==> src/rtl/ap_wall_final_add_if.sv <==
// Handshake bundle between the compressor tree, the final adder and the result consumer.
// master: upstream/downstream environment side; slave: ap_wall_final_add side.
interface ap_wall_final_add_if #(
  parameter int W   = 8,
  parameter int OPW = 4
);
  logic           in_valid;
  logic           in_ready;
  logic [W-1:0]   row_s;
  logic [W-1:0]   row_c;
  logic [OPW-1:0] op_a;
  logic [OPW-1:0] op_b;
  logic           out_valid;
  logic           out_ready;
  logic [W-1:0]   prod;
  logic           ovf;

  modport master (
    output in_valid, row_s, row_c, op_a, op_b, out_ready,
    input  in_ready, out_valid, prod, ovf
  );

  modport slave (
    input  in_valid, row_s, row_c, op_a, op_b, out_ready,
    output in_ready, out_valid, prod, ovf
  );
endinterface

==> src/rtl/ap_wall_final_add.sv <==
// Final carry-propagate add of the approximate 4x4 Wallace multiplier, followed by
// a 2-entry valid/ready FIFO holding {ovf, prod}.
// Optional error monitor enabled by defining AP_ERR_MON_EN: counts delivered
// products that differ from op_a*op_b and accumulates the absolute error
// (both counters saturating). Without it, err_cnt/err_sum are tied to 0.
module ap_wall_final_add #(
  parameter int W      = 8,
  parameter int OPW    = 4,
  parameter int ECNT_W = 16
) (
  input  logic                 clk,
  input  logic                 rst_n,
  ap_wall_final_add_if.slave   bus,
  input  logic                 err_clr,
  output logic [ECNT_W-1:0]    err_cnt,
  output logic [ECNT_W-1:0]    err_sum
);

`ifdef AP_ERR_MON_EN
  localparam int ENT_W = W + 1 + 2*OPW;
`else
  localparam int ENT_W = W + 1;
`endif

  typedef enum logic [1:0] {
    EMPTY = 2'd0,
    ONE   = 2'd1,
    FULL  = 2'd2
  } occ_t;

  occ_t             occ;
  occ_t             occ_nxt;
  logic             in_rdy_q;
  logic             out_vld_q;
  logic             rd_ptr;
  logic             wr_ptr;
  logic             push;
  logic             pop;
  logic [W:0]       sum;
  logic [ENT_W-1:0] entry_in;
  logic [ENT_W-1:0] head;
  logic [ENT_W-1:0] mem [2];

  assign push = bus.in_valid & in_rdy_q;
  assign pop  = out_vld_q & bus.out_ready;

  // Carry-propagate add of the two reduced rows, zero-extended to W+1 bits.
  always_comb begin
    sum = {1'b0, bus.row_s} + {1'b0, bus.row_c};
`ifdef AP_ERR_MON_EN
    entry_in = {bus.op_a, bus.op_b, sum};
`else
    entry_in = sum;
`endif
  end

  // Occupancy next-state; a push at FULL cannot happen because in_ready is low.
  always_comb begin
    occ_nxt = occ;
    case (occ)
      EMPTY:   if (push) occ_nxt = ONE;
      ONE:     if (push && !pop) occ_nxt = FULL;
               else if (!push && pop) occ_nxt = EMPTY;
      FULL:    if (pop) occ_nxt = ONE;
      default: occ_nxt = EMPTY;
    endcase
  end

  // Buffer state, pointers and registered in_ready/out_valid decoded from next occupancy.
  always_ff @(posedge clk) begin
    if (!rst_n) begin
      occ       <= EMPTY;
      in_rdy_q  <= 1'b1;
      out_vld_q <= 1'b0;
      rd_ptr    <= 1'b0;
      wr_ptr    <= 1'b0;
      mem[0]    <= '0;
      mem[1]    <= '0;
    end else begin
      occ       <= occ_nxt;
      in_rdy_q  <= (occ_nxt != FULL);
      out_vld_q <= (occ_nxt != EMPTY);
      if (push) begin
        mem[wr_ptr] <= entry_in;
        wr_ptr      <= ~wr_ptr;
      end
      if (pop) rd_ptr <= ~rd_ptr;
    end
  end

  assign head          = mem[rd_ptr];
  assign bus.in_ready  = in_rdy_q;
  assign bus.out_valid = out_vld_q;
  assign bus.prod      = head[W-1:0];
  assign bus.ovf       = head[W];

`ifdef AP_ERR_MON_EN
  localparam int XW = 2*OPW;
  localparam int MW = (W > XW) ? W : XW;
  localparam int SW = ((MW > ECNT_W) ? MW : ECNT_W) + 1;

  logic [OPW-1:0]    h_a;
  logic [OPW-1:0]    h_b;
  logic [XW-1:0]     exact;
  logic [MW-1:0]     p_ext;
  logic [MW-1:0]     x_ext;
  logic [MW-1:0]     diff;
  logic [SW-1:0]     sum_wide;
  logic [ECNT_W-1:0] sum_sat;
  logic              mismatch;

  // Exact product of the head entry's operands and the saturated error accumulation.
  always_comb begin
    h_b      = head[W+1 +: OPW];
    h_a      = head[W+1+OPW +: OPW];
    exact    = {{OPW{1'b0}}, h_a} * {{OPW{1'b0}}, h_b};
    p_ext    = MW'(head[W-1:0]);
    x_ext    = MW'(exact);
    mismatch = (p_ext != x_ext);
    diff     = (p_ext >= x_ext) ? (p_ext - x_ext) : (x_ext - p_ext);
    sum_wide = SW'(err_sum) + SW'(diff);
    sum_sat  = (sum_wide > SW'({ECNT_W{1'b1}})) ? '1 : sum_wide[ECNT_W-1:0];
  end

  // Error counters: clear wins over a same-cycle update, both saturate.
  always_ff @(posedge clk) begin
    if (!rst_n) begin
      err_cnt <= '0;
      err_sum <= '0;
    end else if (err_clr) begin
      err_cnt <= '0;
      err_sum <= '0;
    end else if (pop && mismatch) begin
      if (err_cnt != '1) err_cnt <= err_cnt + ECNT_W'(1);
      err_sum <= sum_sat;
    end
  end
`else
  logic unused_mon;
  assign unused_mon = ^{err_clr, bus.op_a, bus.op_b};
  assign err_cnt    = '0;
  assign err_sum    = '0;
`endif

endmodule

==> src/flat_wrapper.sv <==
// flat-port wrapper written by rule: the top's interface ports become plain ports
module ap_wall_final_add_flat 
#(
  parameter int W      = 8,
  parameter int OPW    = 4,
  parameter int ECNT_W = 16
)
  (clk, rst_n, err_clr, err_cnt, err_sum, bus_in_valid, bus_row_s, bus_row_c, bus_op_a, bus_op_b, bus_out_ready, bus_in_ready, bus_out_valid, bus_prod, bus_ovf);
  ap_wall_final_add_if #(.W(W), .OPW(OPW)) bus_i ();
  input  logic clk;
  input  logic rst_n;
  input  logic err_clr;
  output logic [ECNT_W-1:0] err_cnt;
  output logic [ECNT_W-1:0] err_sum;
  input wire logic [$bits(bus_i.in_valid)-1:0] bus_in_valid;
  input wire logic [$bits(bus_i.row_s)-1:0] bus_row_s;
  input wire logic [$bits(bus_i.row_c)-1:0] bus_row_c;
  input wire logic [$bits(bus_i.op_a)-1:0] bus_op_a;
  input wire logic [$bits(bus_i.op_b)-1:0] bus_op_b;
  input wire logic [$bits(bus_i.out_ready)-1:0] bus_out_ready;
  output wire logic [$bits(bus_i.in_ready)-1:0] bus_in_ready;
  output wire logic [$bits(bus_i.out_valid)-1:0] bus_out_valid;
  output wire logic [$bits(bus_i.prod)-1:0] bus_prod;
  output wire logic [$bits(bus_i.ovf)-1:0] bus_ovf;
  assign bus_i.in_valid = bus_in_valid;
  assign bus_i.row_s = bus_row_s;
  assign bus_i.row_c = bus_row_c;
  assign bus_i.op_a = bus_op_a;
  assign bus_i.op_b = bus_op_b;
  assign bus_i.out_ready = bus_out_ready;
  assign bus_in_ready = bus_i.in_ready;
  assign bus_out_valid = bus_i.out_valid;
  assign bus_prod = bus_i.prod;
  assign bus_ovf = bus_i.ovf;
  ap_wall_final_add #(.W(W), .OPW(OPW), .ECNT_W(ECNT_W)) u_core (.clk(clk), .rst_n(rst_n), .bus(bus_i), .err_clr(err_clr), .err_cnt(err_cnt), .err_sum(err_sum));
endmodule
==> config.mk <==
export PLATFORM = sky130hd
export DESIGN_NAME = ap_wall_final_add_flat
export DESIGN_NICKNAME = d
export VERILOG_FILES = /design/src/rtl/ap_wall_final_add_if.sv /design/src/rtl/ap_wall_final_add.sv /design/src/flat_wrapper.sv
export SDC_FILE = /design/constraint.sdc
export NUM_CORES = 1
export LEC_CHECK = 0
export CAP_MARGIN = 20
export CORE_UTILIZATION = 46
export DETAILED_ROUTE_END_ITERATION = 8
export HOLD_SLACK_MARGIN = 0.06
export MAX_ROUTING_LAYER = met4
export PLACE_DENSITY = 0.87
export SLEW_MARGIN = 25
export SYNTH_ARGS = -nofsm -noshare
export SYNTH_HDL_FRONTEND = slang
export SYNTH_SLANG_ARGS = --single-unit
==> constraint.sdc <==
create_clock -name clk -period 3.2 [get_ports clk]
set_clock_uncertainty 0.05 [all_clocks]
set_input_delay 0.48 -clock clk [delete_from_list [all_inputs] [get_ports clk]]
set_output_delay 0.48 -clock clk [all_outputs]
set_load 0.02 [all_outputs]
# Yosys cells after proc, flatten, opt, wreduce, memory -nomap -nowiden
# Memory sizes are Yosys's and may differ from the RTL's. A register that Yosys moved wholly into a read port is not among the register bits.
# Cells that the tools add are included.
[totals]
reg_bits = 6
latch_bits = 0
ram_bits = 18
romBits = 0
input_bits = 29
out_inout_bits = 43
elab_cells = 35
mem_count = 1
[memory_table]
columns = ["name", "words", "word_bits", "rd", "rd_clocked_by_memory_dff", "wr", "line_no", "text"]
rows = [
  ["u_core.mem", 2, 9, 1, 1, 2, "ap_wall_final_add.sv:42", "logic [ENT_W-1:0] mem [2];"],
]
[classes]
n_addsub = 1
multipliers = 0
n_div = 0
order_cmp = 0
eq_ne = 3
n_shift = 0
mux = 14
bitwise_logic = 4
n_reduce_logical = 7
[op_table]
columns = ["operator", "n"]
rows = [
  ["adder 8 x 8 -> 9 bit", 1],
  ["2-to-1 mux 9 bit", 1],
  ["OR reduction 9 bit", 1],
  ["2-to-1 mux 1 bit", 8],
  ["2-to-1 mux 2 bit", 4],
  ["case mux 2 bit (3 select lines)", 1],
  ["bitwise AND 1 bit", 2],
  ["== test 2 x 1 -> 1 bit (second input constant)", 1],
  ["== test 2 bit (second input constant)", 1],
  ["logical AND 1 bit", 2],
  ["logical NOT 1 bit", 2],
  ["logical NOT 2 bit", 1],
  ["inequality test 2 bit (second input constant)", 1],
  ["inverter 1 bit", 2],
  ["nonzero test 2 bit", 1],
]

# Depth between registers and ports, before layout
# Gate-level depths: netlist (run 1).
[depth]
word_depth = 7
depth_mapped = 6
depth_no_buf = 6

# Least setup slack after synthesis (run 1)
# OpenSTA, ideal clock, no wires.
[synth_path]
kind = "input -> register"
start = "input bus_row_c[0]"
end = "memory u_core.mem[0][6] (netlist bit), data pin"
setup_ns = 0.266
arrival_ns = 1.826
required_ns = 2.884
slack_ns = 1.058
cell_stages = 6
path_buffers = 0
path_cell_list = "ha_1 > fa_1 > a211oi_1 > o21bai_1 > a211oi_1 > nor3b_1"
[synth_lines]
columns = ["element", "line_no", "text"]
rows = [
  ["start: declaration", "flat_wrapper.sv:17", "input wire logic [$bits(bus_i.row_c)-1:0] bus_row_c;"],
  ["end: declaration", "ap_wall_final_add.sv:42", ""],
]

==> results of run 1 <==
==> final cells by class <==
type | instances | area (µm²) | share of cell area [%]
clock buffers | 3 | 22.5 | 1.16
clock inverters | 1 | 5.00 | 0.258
inverters | 2 | 7.51 | 0.387
multi-input cells | 127 | 860 | 44.3
flip-flops and latches | 25 | 681 | 35.1
well taps | 46 | 57.6 | 2.97
repair buffers | 31 | 308 | 15.9
==> metrics by stage <==
step / total power [mW] / setup slack (ns) / util (%) / instance area, µm²
6_report: 0.848 / 0.736 / 56.8 / 1940
5_1_grt: 0.898 / 0.671 / 56.8 / 1940
4_1_cts: 0.850 / 0.745 / 56.8 / 1940
3_5_place_dp: 0.714 / 0.383 / 56.0 / 1910
3_3_place_gp: 0.706 / 0.456 / 56.0 / 1910
2_1_floorplan: 0.639 / 1.06 / - / 1800
==> power groups by stage <==
stage	Sequential, mW	Combinational, mW	Clock [mW]
after floorplan	0.414	0.226	0
after global placement	0.417	0.289	0
after detailed placement	0.419	0.295	0
after CTS	0.412	0.296	0.142
after global routing	0.418	0.321	0.160
final	0.411	0.296	0.141
==> metal layers <==
| layer | vias to the layer above | GRT usage [%] | share of wire (%) |
|---|---|---|---|
| met5 | - | - | 0 |
| met4 | 0 | 7.85 | 1.8 |
| met3 | 5 | 1.82 | 4.1 |
| met2 | 46 | 29.1 | 53 |
| met1 | 549 | 18.5 | 41 |
| li1 | 570 | - | - |
==> cells by family (layout without fill, tap and decap cells) <==
| kind of cell | count (synthesis) | after routing | synth area share, % |
|---|---|---|---|
| flops | 25 | 25 | 40.5 |
| other cells | 1 | 32 | 0.223 |
| mux | 9 | 9 | 6.03 |
| fa+ha+maj | 9 | 9 | 7.15 |
| xor+xnor | 5 | 5 | 2.61 |
| compound gates | 28 | 28 | 12.5 |
| simple gates | 44 | 44 | 15.7 |
| buf+inv | 36 | 37 | 15.3 |
==> state kept, by name, indices dropped and copies added, names as in the netlist, named ones only <==
register / flops
u_core.bus.in_ready: 1
u_core.bus.out_valid: 1
u_core.occ: 2
u_core.rd_ptr: 1
u_core.wr_ptr: 1
u_core.mem: 18
==> worst max-delay path, delay by kind of cell <==
family	cells	cell delay [ns]
AOI/OAI and AO/OA	3	0.83
adders and majority gates	2	0.67
buffers and inverters	1	0.40
and+or+nand+nor	1	0.11
==> cell usage in the layout (no fill, tap or decap), types with 2 or more instances in the layout <==
cell type and n:
clkdlybuf4s50_1 30, dfxtp_1 7, a211oi_1 4, nand4_1 3
inv_1 2, nor2_1 10, nor3b_1 4, and2_1 7
edfxtp_1 18, nand3_1 2, xnor2_1 3, a21oi_1 3
nand2b_1 3, o211ai_1 4, clkbuf_4 3, ha_1 8
o311ai_1 2, or4_1 2, nand2_1 5, mux2_2 9
nor2b_1 2, o21ai_0 6, nand3b_1 2, conb_1 32
a21o_1 4, xor2_1 2
==> path summary, 6_finish.rpt <==
kind | start | end | cells after the start
hold / removal | u_core.occ[0] | u_core.occ[0] | 2
setup reg to reg | u_core.bus.in_ready | u_core.mem[0][5] | 4
hold reg to reg | u_core.occ[0] | u_core.occ[0] | 2
setup / recovery | bus_row_c[0] | u_core.mem[1][6] | 7
==> impl_metrics.json, run 1 <==
{
  "synth_commonest_cells": "32 x buf_4, 18 x edfxtp_1, 10 x nor2_1, 9 x mux2_2, 8 x ha_1",
  "synth-edff-count": 18,
  "io_pins": 72,
  "crit_required_ns": 3.23,
  "crit_chain": "clkdlybuf4s50_1 > ha_1 > fa_1 > a211oi_1 > o21bai_1 > a211oi_1 > nor3b_1",
  "finalCritPeriodShare_pct": 77.0,
  "dieArea_um2": 3900,
  "htree_levels": 1,
  "ys_ff_latch": 25,
  "ys_types": 37,
  "vias": 1170,
  "final_period_minus_worst_setup_slack_ns": 2.46,
  "final_net_count": 228,
  "reg2reg_slack_ns": 1.41,
  "setup_tns_ns": 0,
  "drc": 0,
  "first_pass_iters": 4,
  "power_switching_mw": 0.279,
  "cts_tree": "done",
  "p_sw_share_pct": 32.8,
  "fmax_ghz": 0.406,
  "syn_area_per_cell_um2": 10.7,
  "dpl.cell_count": 231,
  "fp.dieW_um": 62.4,
  "final-instance-count-excl-fill": 235,
  "place_hpwl_mm": 2.28,
  "setup_viol": 0,
  "rsz0062_at_grt": "no",
  "grt_pass1_wl_mm": 4.88,
  "post_cts_buffers": 0,
  "synth_top_cell_area_share_pct": 32.2,
  "yosys_warnings": 0,
  "n_antenna_cell": 0,
  "yosysMostFrequentCell": "buf_4",
  "vdd_drop_max_mv": 0.185,
  "die_h_um": 62.4,
  "port_buffers": 30,
  "finalWirelength_mm": 2.91,
  "ys_dominant_reg_cell": "edfxtp_1",
  "synthCells": 157,
  "seq_power_share_pct": 48.4,
  "maxSlewViolCount": 0,
  "leakagePower_nw": 0.811,
  "clock-sinks": 25,
  "areaGrowthSynthToFinish_pct": 15.5,
  "path_max_fanout": 3,
  "worstHoldPathType": "reg2reg",
  "hold_viol": 0,
  "slowest_stage": "fa_1",
  "internal_power_mw": 0.570,
  "core_um2": 3420,
  "route.detailed.vias_per_inst": 4.98,
  "comb_power_share_pct": 34.9,
  "drt_iter0_drc": 29,
  "clk_pin_slew_ns": 0.14,
  "path_common_cell": "a211oi_1",
  "p_per_area_nw_per_um2": 437,
  "slew_headroom_pct": 57.9,
  "grt_pass1_vias": 1067,
  "insertion_delay_ns": 0.32,
  "cts_resized": 0,
  "fillers": 305,
  "clk_path_buf_depth": 2,
  "slowest_delay_ns": 0.43,
  "ant_nets": 0,
  "status": "finished, final reports clean",
  "cts_hold_buffers": 0,
  "yosysTopAreaCell": "edfxtp_1",
  "cts_buffers": 3,
  "cap_violations": 0,
  "start_util_pct": 49.2,
  "worst_hold_slack_ns": 0.558,
  "clock_power_share_pct": 16.6,
  "seq_area_frac_synth_pct": 40.5,
  "yosys-top-cells-area": "edfxtp_1 32%, buf_4 14%, dfxtp_1 8.3%, mux2_2 6.0%, ha_1 6.0%",
  "path_class": "in2reg",
  "grt_max_degree": 15,
  "worst_pin_slew_ns": 0.630,
  "track_usage_pct": 16.5,
  "row_count": 21,
  "endpoint_kind": "flop",
  "antenna_found_initial": 0,
  "synth_area_um2": 1680,
  "drive_gt1_share_pct": 10.1,
  "clock_tree.root_cell": "clkbuf_4",
  "postSynth.asyncResetShare_pct": 0,
  "startpoint_type": "input pin",
  "critPathArrivalTime_ns": 2.50,
  "post_drt_wl_per_cell_um": 12.4,
  "grt.overflow.total": 0,
  "gp_congestion": 0.806
}
No activity file was read; power rests on OpenSTA's default activity.
==> inputs of run 2 (changes only) <==
--- a/config.mk
+++ b/config.mk
@@ -6,11 +6,11 @@
 export NUM_CORES = 1
 export LEC_CHECK = 0
 export CAP_MARGIN = 20
-export CORE_UTILIZATION = 46
+export CORE_UTILIZATION = 38
 export DETAILED_ROUTE_END_ITERATION = 8
 export HOLD_SLACK_MARGIN = 0.06
 export MAX_ROUTING_LAYER = met4
-export PLACE_DENSITY = 0.87
+export PLACE_DENSITY = 0.77
 export SLEW_MARGIN = 25
 export SYNTH_ARGS = -nofsm -noshare
 export SYNTH_HDL_FRONTEND = slang
==> constraint.sdc (replaced) <==
create_clock -name clk -period 2 [get_ports clk]
set_clock_uncertainty 0.05 [all_clocks]
set_input_delay 0.3 -clock clk [delete_from_list [all_inputs] [get_ports clk]]
set_output_delay 0.3 -clock clk [all_outputs]
set_load 0.02 [all_outputs]
==> run 2 against run 1 <==
  * Non-clock buffer count rose by 23
  * Global-route usage fell by 0.29 points
  * Largest cell class unchanged
  * Via count rose by 9.7%
  * Wire length rose by 16%
  * Sequential power rose by 58%
==> impl_metrics.json, run 2 (same netlist as run 1, synthesis figures left out) <==
{
  "status": "finished, final reports clean",
  "fp.dieW_um": 68.5,
  "reg_top3": "u_core.mem (18), u_core.occ (2)",
  "clk_pin_slew_ns": 0.08,
  "clock-sinks": 25,
  "setup_tns_ns": 0,
  "vias": 1284,
  "grt_pass1_wl_mm": 5.42,
  "cap_violations": 0,
  "cts_tree": "done",
  "use_met3_pct": 1.15,
  "r2r.worst_path.cells": 3,
  "startpoint_type": "input pin",
  "path_max_fanout": 3,
  "final_common_cell": "conb_1",
  "reg2reg_slack_ns": 0.54,
  "dieArea_um2": 4690,
  "endpoint_kind": "flop",
  "crit_required_ns": 2.08,
  "place_hpwl_mm": 2.63,
  "areaGrowthSynthToFinish_pct": 31.3,
  "timing.rr.end": "u_core.mem[1][7]",
  "insertion_delay_ns": 0.27,
  "final_period_minus_worst_setup_slack_ns": 1.95,
  "min_to": "u_core.mem[0][0]",
  "multiInputGateArea_um2": 888,
  "final_net_count": 251,
  "fillers": 359,
  "critPathArrivalTime_ns": 2.04,
  "start_util_pct": 40.8,
  "cp_top_family": "compound AO/OA/AOI/OAI gates",
  "finalWirelength_mm": 3.38,
  "top_usage_layer": "met2",
  "cts_hold_buffers": 0,
  "row_count": 23,
  "track_usage_pct": 16.2,
  "ant_nets": 0,
  "globalRouteMet2Util_pct": 26.5,
  "route.detailed.vias_per_inst": 4.90,
  "regArea_um2": 681,
  "n_antenna_cell": 0,
  "crit_chain": "clkdlybuf4s50_1 > ha_1 > o21a_1 > a2111oi_4 > buf_4 > o211ai_1 > nand2_1",
  "largest_reg_flops": 18,
  "rsz0062_at_grt": "yes",
  "die_h_um": 68.5,
  "gp_congestion": 0.796,
  "grt.overflow.total": 0,
  "fmax_ghz": 0.512,
  "whs_path_depth": 3,
  "worstHoldPathType": "in2reg",
  "reg2reg_from": "u_core.bus.in_ready",
  "clock_tree.root_cell": "clkbuf_8",
  "holdCritStartpoint": "bus_row_c[0]",
  "htree_levels": 1,
  "path_class": "in2reg",
  "io_pins": 72,
  "first_pass_iters": 4,
  "clk_path_buf_depth": 2,
  "finalCritPeriodShare_pct": 97.7,
  "post_drt_wl_per_cell_um": 12.9,
  "regMostFlops": "u_core.mem",
  "drive_gt1_share_pct": 22.6,
  "final_cell_mix": "32 x conb_1, 21 x buf_4, 18 x edfxtp_1",
  "core_um2": 4120,
  "hold_viol": 0,
  "vdd_drop_max_mv": 0.255,
  "slowest_stage": "a2111oi_4",
  "port_buffers": 30,
  "leakagePower_nw": 1.06,
  "cts_buffers": 3,
  "cp_num_buf_inv": 2,
  "drt_iter0_drc": 43,
  "slowest_delay_ns": 0.44,
  "drc": 0,
  "setup_viol": 0,
  "postLayoutCoreUtil_pct": 53.6,
  "p_per_area_nw_per_um2": 681,
  "maxSlewViolCount": 0,
  "antenna_found_initial": 0,
  "grt_max_degree": 14,
  "use_met1_pct": 19.8,
  "grt_pass1_vias": 1165
}
[run 2: layout make-up]
type / instances / area share [%]
sequential: 25 / 30.8
inverter: 2 / 0.340
tap: 50 / 2.83
clock buffer: 4 / 2.04
timing repair buffer: 54 / 23.7
multi-input combinational: 127 / 40.2
[run 2: worst reg2reg max path: cells and delay by family (launching register included)]
kind / cells / cell delay [ns]
simple gates: 3 / 0.83
flops: 1 / 0.45
[run 2: where the power goes]
part	internal [mW]	total, mW	switching [mW]
Clock	0.143	0.295	0.152
Combinational	0.267	0.556	0.289
Sequential	0.620	0.651	0.0316
[run 2: stage by stage]
stage	area (µm²)	setup slack (ns)	hold WS, ns	instances	total power, mW
final	2210	0.0460	0.540	262	1.50
after detailed placement	2100	-0.523	0.518	256	1.21
after floorplan	1800	0.0380	0.481	188	1.02
after CTS	2180	0.000518	0.546	262	1.51
after global placement	2100	-0.435	0.519	256	1.20
after global routing	2210	-0.0126	0.559	262	1.58
[run 2: worst max-delay path by stage]
stage                 startpoint               end  slack [ns]  cells past startpoint
floorplan           bus_row_c[0]  u_core.mem[0][6]        0.04                      6
global placement    bus_row_c[0]  u_core.mem[0][6]       -0.44                      7
detailed placement  bus_row_c[0]  u_core.mem[1][6]       -0.52                      7
CTS                         flop       bus_prod[5]      0.0005                      3
global route        bus_row_c[2]  u_core.mem[0][7]       -0.01                      7
finish              bus_row_c[2]  u_core.mem[0][7]        0.05                      7
[run 2: metal layers]
layer | vias up | wire (µm)
met5 | - | 0
met4 | 0 | 97
met3 | 9 | 152
met2 | 55 | 1690
met1 | 602 | 1450
li1 | 618 | -
[run 2: timing repair]
action	4_1_cts	5_1_grt
buffers inserted	2	0
resized for setup	12	9
setup endpoints to repair	9	11
pin swaps	9	2
==> inputs of run 3 (changes only) <==
--- a/config.mk
+++ b/config.mk
@@ -9,7 +9,6 @@
 export CORE_UTILIZATION = 38
 export DETAILED_ROUTE_END_ITERATION = 8
 export HOLD_SLACK_MARGIN = 0.06
-export MAX_ROUTING_LAYER = met4
 export PLACE_DENSITY = 0.77
 export SLEW_MARGIN = 25
 export SYNTH_ARGS = -nofsm -noshare
==> run 3 against run 2 <==
  * Largest power group unchanged
  * Total power down 0.15%
  * Critical path depth stayed put
  * Clock-buffer cell count is the same
  * Register-to-register slack got worse by 0.02 ns
==> impl_metrics.json, run 3 (same netlist as run 1, synthesis figures left out) <==
{
  "port_buffers": 30,
  "cap_violations": 0,
  "ant_nets": 0,
  "final_cell_mix": "32 x conb_1, 21 x buf_4, 18 x edfxtp_1",
  "grt_pass1_wl_mm": 5.43,
  "regArea_um2": 681,
  "hold_viol": 0,
  "drt_iter0_drc": 60,
  "slowest_stage": "a2111oi_4",
  "internal_power_mw": 1.03,
  "row_count": 23,
  "final_common_cell": "conb_1",
  "worstHoldPathType": "in2reg",
  "dieArea_um2": 4690,
  "r2r.worst_path.cells": 3,
  "final_net_count": 251,
  "fmax_ghz": 0.510,
  "startpoint_type": "input pin",
  "io_pins": 72,
  "reg2reg_from": "u_core.bus.in_ready",
  "holdCritStartpoint": "bus_row_c[0]",
  "maxSlewViolCount": 0,
  "grt_max_degree": 14,
  "vdd_drop_max_mv": 0.254,
  "core_um2": 4120,
  "grt.overflow.total": 0,
  "regMostFlops": "u_core.mem",
  "p_sw_share_pct": 31.4,
  "areaGrowthSynthToFinish_pct": 31.3,
  "multiInputGateArea_um2": 888,
  "rsz0062_at_grt": "yes",
  "clock-sinks": 25,
  "crit_chain": "clkdlybuf4s50_1 > ha_1 > o21a_1 > a2111oi_4 > buf_4 > o211ai_1 > nand2_1",
  "cts_buffers": 3,
  "cts_tree": "done",
  "die_h_um": 68.5,
  "finalCritPeriodShare_pct": 98.1,
  "power_switching_mw": 0.471,
  "clk_pin_slew_ns": 0.08,
  "route.detailed.vias_per_inst": 4.94,
  "start_util_pct": 40.8,
  "fillers": 359,
  "track_usage_pct": 15.8,
  "endpoint_kind": "flop",
  "cts_hold_buffers": 0,
  "insertion_delay_ns": 0.27,
  "vias": 1293,
  "antenna_found_initial": 0,
  "drive_gt1_share_pct": 22.6,
  "fin_area_um2": 2210,
  "critPathArrivalTime_ns": 2.04,
  "grt_pass1_vias": 1167,
  "slowest_delay_ns": 0.45,
  "placed_area_um2": 2100,
  "largest_reg_flops": 18,
  "whs_path_depth": 3,
  "n_antenna_cell": 0,
  "leakagePower_nw": 1.06,
  "reg_top3": "u_core.mem (18), u_core.occ (2)",
  "place_hpwl_mm": 2.63,
  "p_per_area_nw_per_um2": 680,
  "comb_power_share_pct": 37.1,
  "status": "finished, final reports clean",
  "reg2reg_slack_ns": 0.52,
  "finalWirelength_mm": 3.40,
  "fp.dieW_um": 68.5,
  "clk_path_buf_depth": 2,
  "timing.rr.end": "u_core.mem[1][7]",
  "path_class": "in2reg",
  "path_max_fanout": 3,
  "first_pass_iters": 4,
  "clock_tree.root_cell": "clkbuf_8",
  "post_drt_wl_per_cell_um": 13.0,
  "min_to": "u_core.mem[0][0]",
  "clock_power_share_pct": 19.5,
  "htree_levels": 1,
  "setup_viol": 0,
  "power_mw": 1.50,
  "gp_congestion": 0.785,
  "seq_power_share_pct": 43.4,
  "crit_required_ns": 2.08,
  "final_period_minus_worst_setup_slack_ns": 1.96,
  "drc": 0
}
run 3: metal layers:
metal  routed length, µm  share of wire [%]  track usage (%)
met2                1700                 50             26.5
met3                 180                5.3             1.15
met4                  81                2.4             9.11
met5                   0                  0                0
met1                1440                 42             19.8
run 3: final cells by class:
| cell class | count | share of cell area (%) |
|---|---|---|
| clock buffer | 4 | 2.04 |
| sequential | 25 | 30.8 |
| timing repair buffer | 54 | 23.7 |
| inverter | 2 | 0.340 |
| multi-input combinational | 127 | 40.2 |
| tap | 50 | 2.83 |
run 3: timing repair:
item,in CTS,in global routing
endpoints found under the setup margin,9,11
cloned,0,0
buffers inserted,2,0
gates resized for setup,12,9
pin swaps,9,2
run 3: how the worst max path moves through the flow:
stage	startpoint	slack, ns	cells past startpoint	end
global route	bus_row_c[2]	-0.01	7	u_core.mem[0][7]
CTS	flop	0.0005	3	bus_prod[5]
finish	bus_row_c[2]	0.04	7	u_core.mem[0][7]
global placement	bus_row_c[0]	-0.44	7	u_core.mem[0][6]
floorplan	bus_row_c[0]	0.04	6	u_core.mem[0][6]
detailed placement	bus_row_c[0]	-0.52	7	u_core.mem[1][6]
run 3: critical path, delay by kind of cell:
kind                     cells  cell delay, ns
buffers and inverters        2            0.58
AO/OA/AOI/OAI                3            0.76
adder cells (fa/ha/maj)      1            0.31
AND/OR/NAND/NOR              1            0.10
run 3: power by group through the flow:
stage                     clock, mW  sequential [mW]  combinational [mW]
after floorplan                   0            0.662               0.361
after global placement            0            0.658               0.539
after detailed placement          0            0.664               0.548
after CTS                     0.298            0.652               0.561
after global routing          0.322            0.659               0.602
final                         0.292            0.651               0.556
run 3: per-stage QoR:
stage	instances	worst slack [ns]	hold WS (ns)	TNS [ns]	util (%)
after floorplan	188	0.0380	0.481	0	-
after global placement	256	-0.435	0.519	-3.26	51.0
after detailed placement	256	-0.523	0.518	-4.09	51.0
after CTS	262	0.000518	0.546	0	53.0
after global routing	262	-0.0126	0.559	-0.0126	53.6
final	262	0.0374	0.542	0	53.6
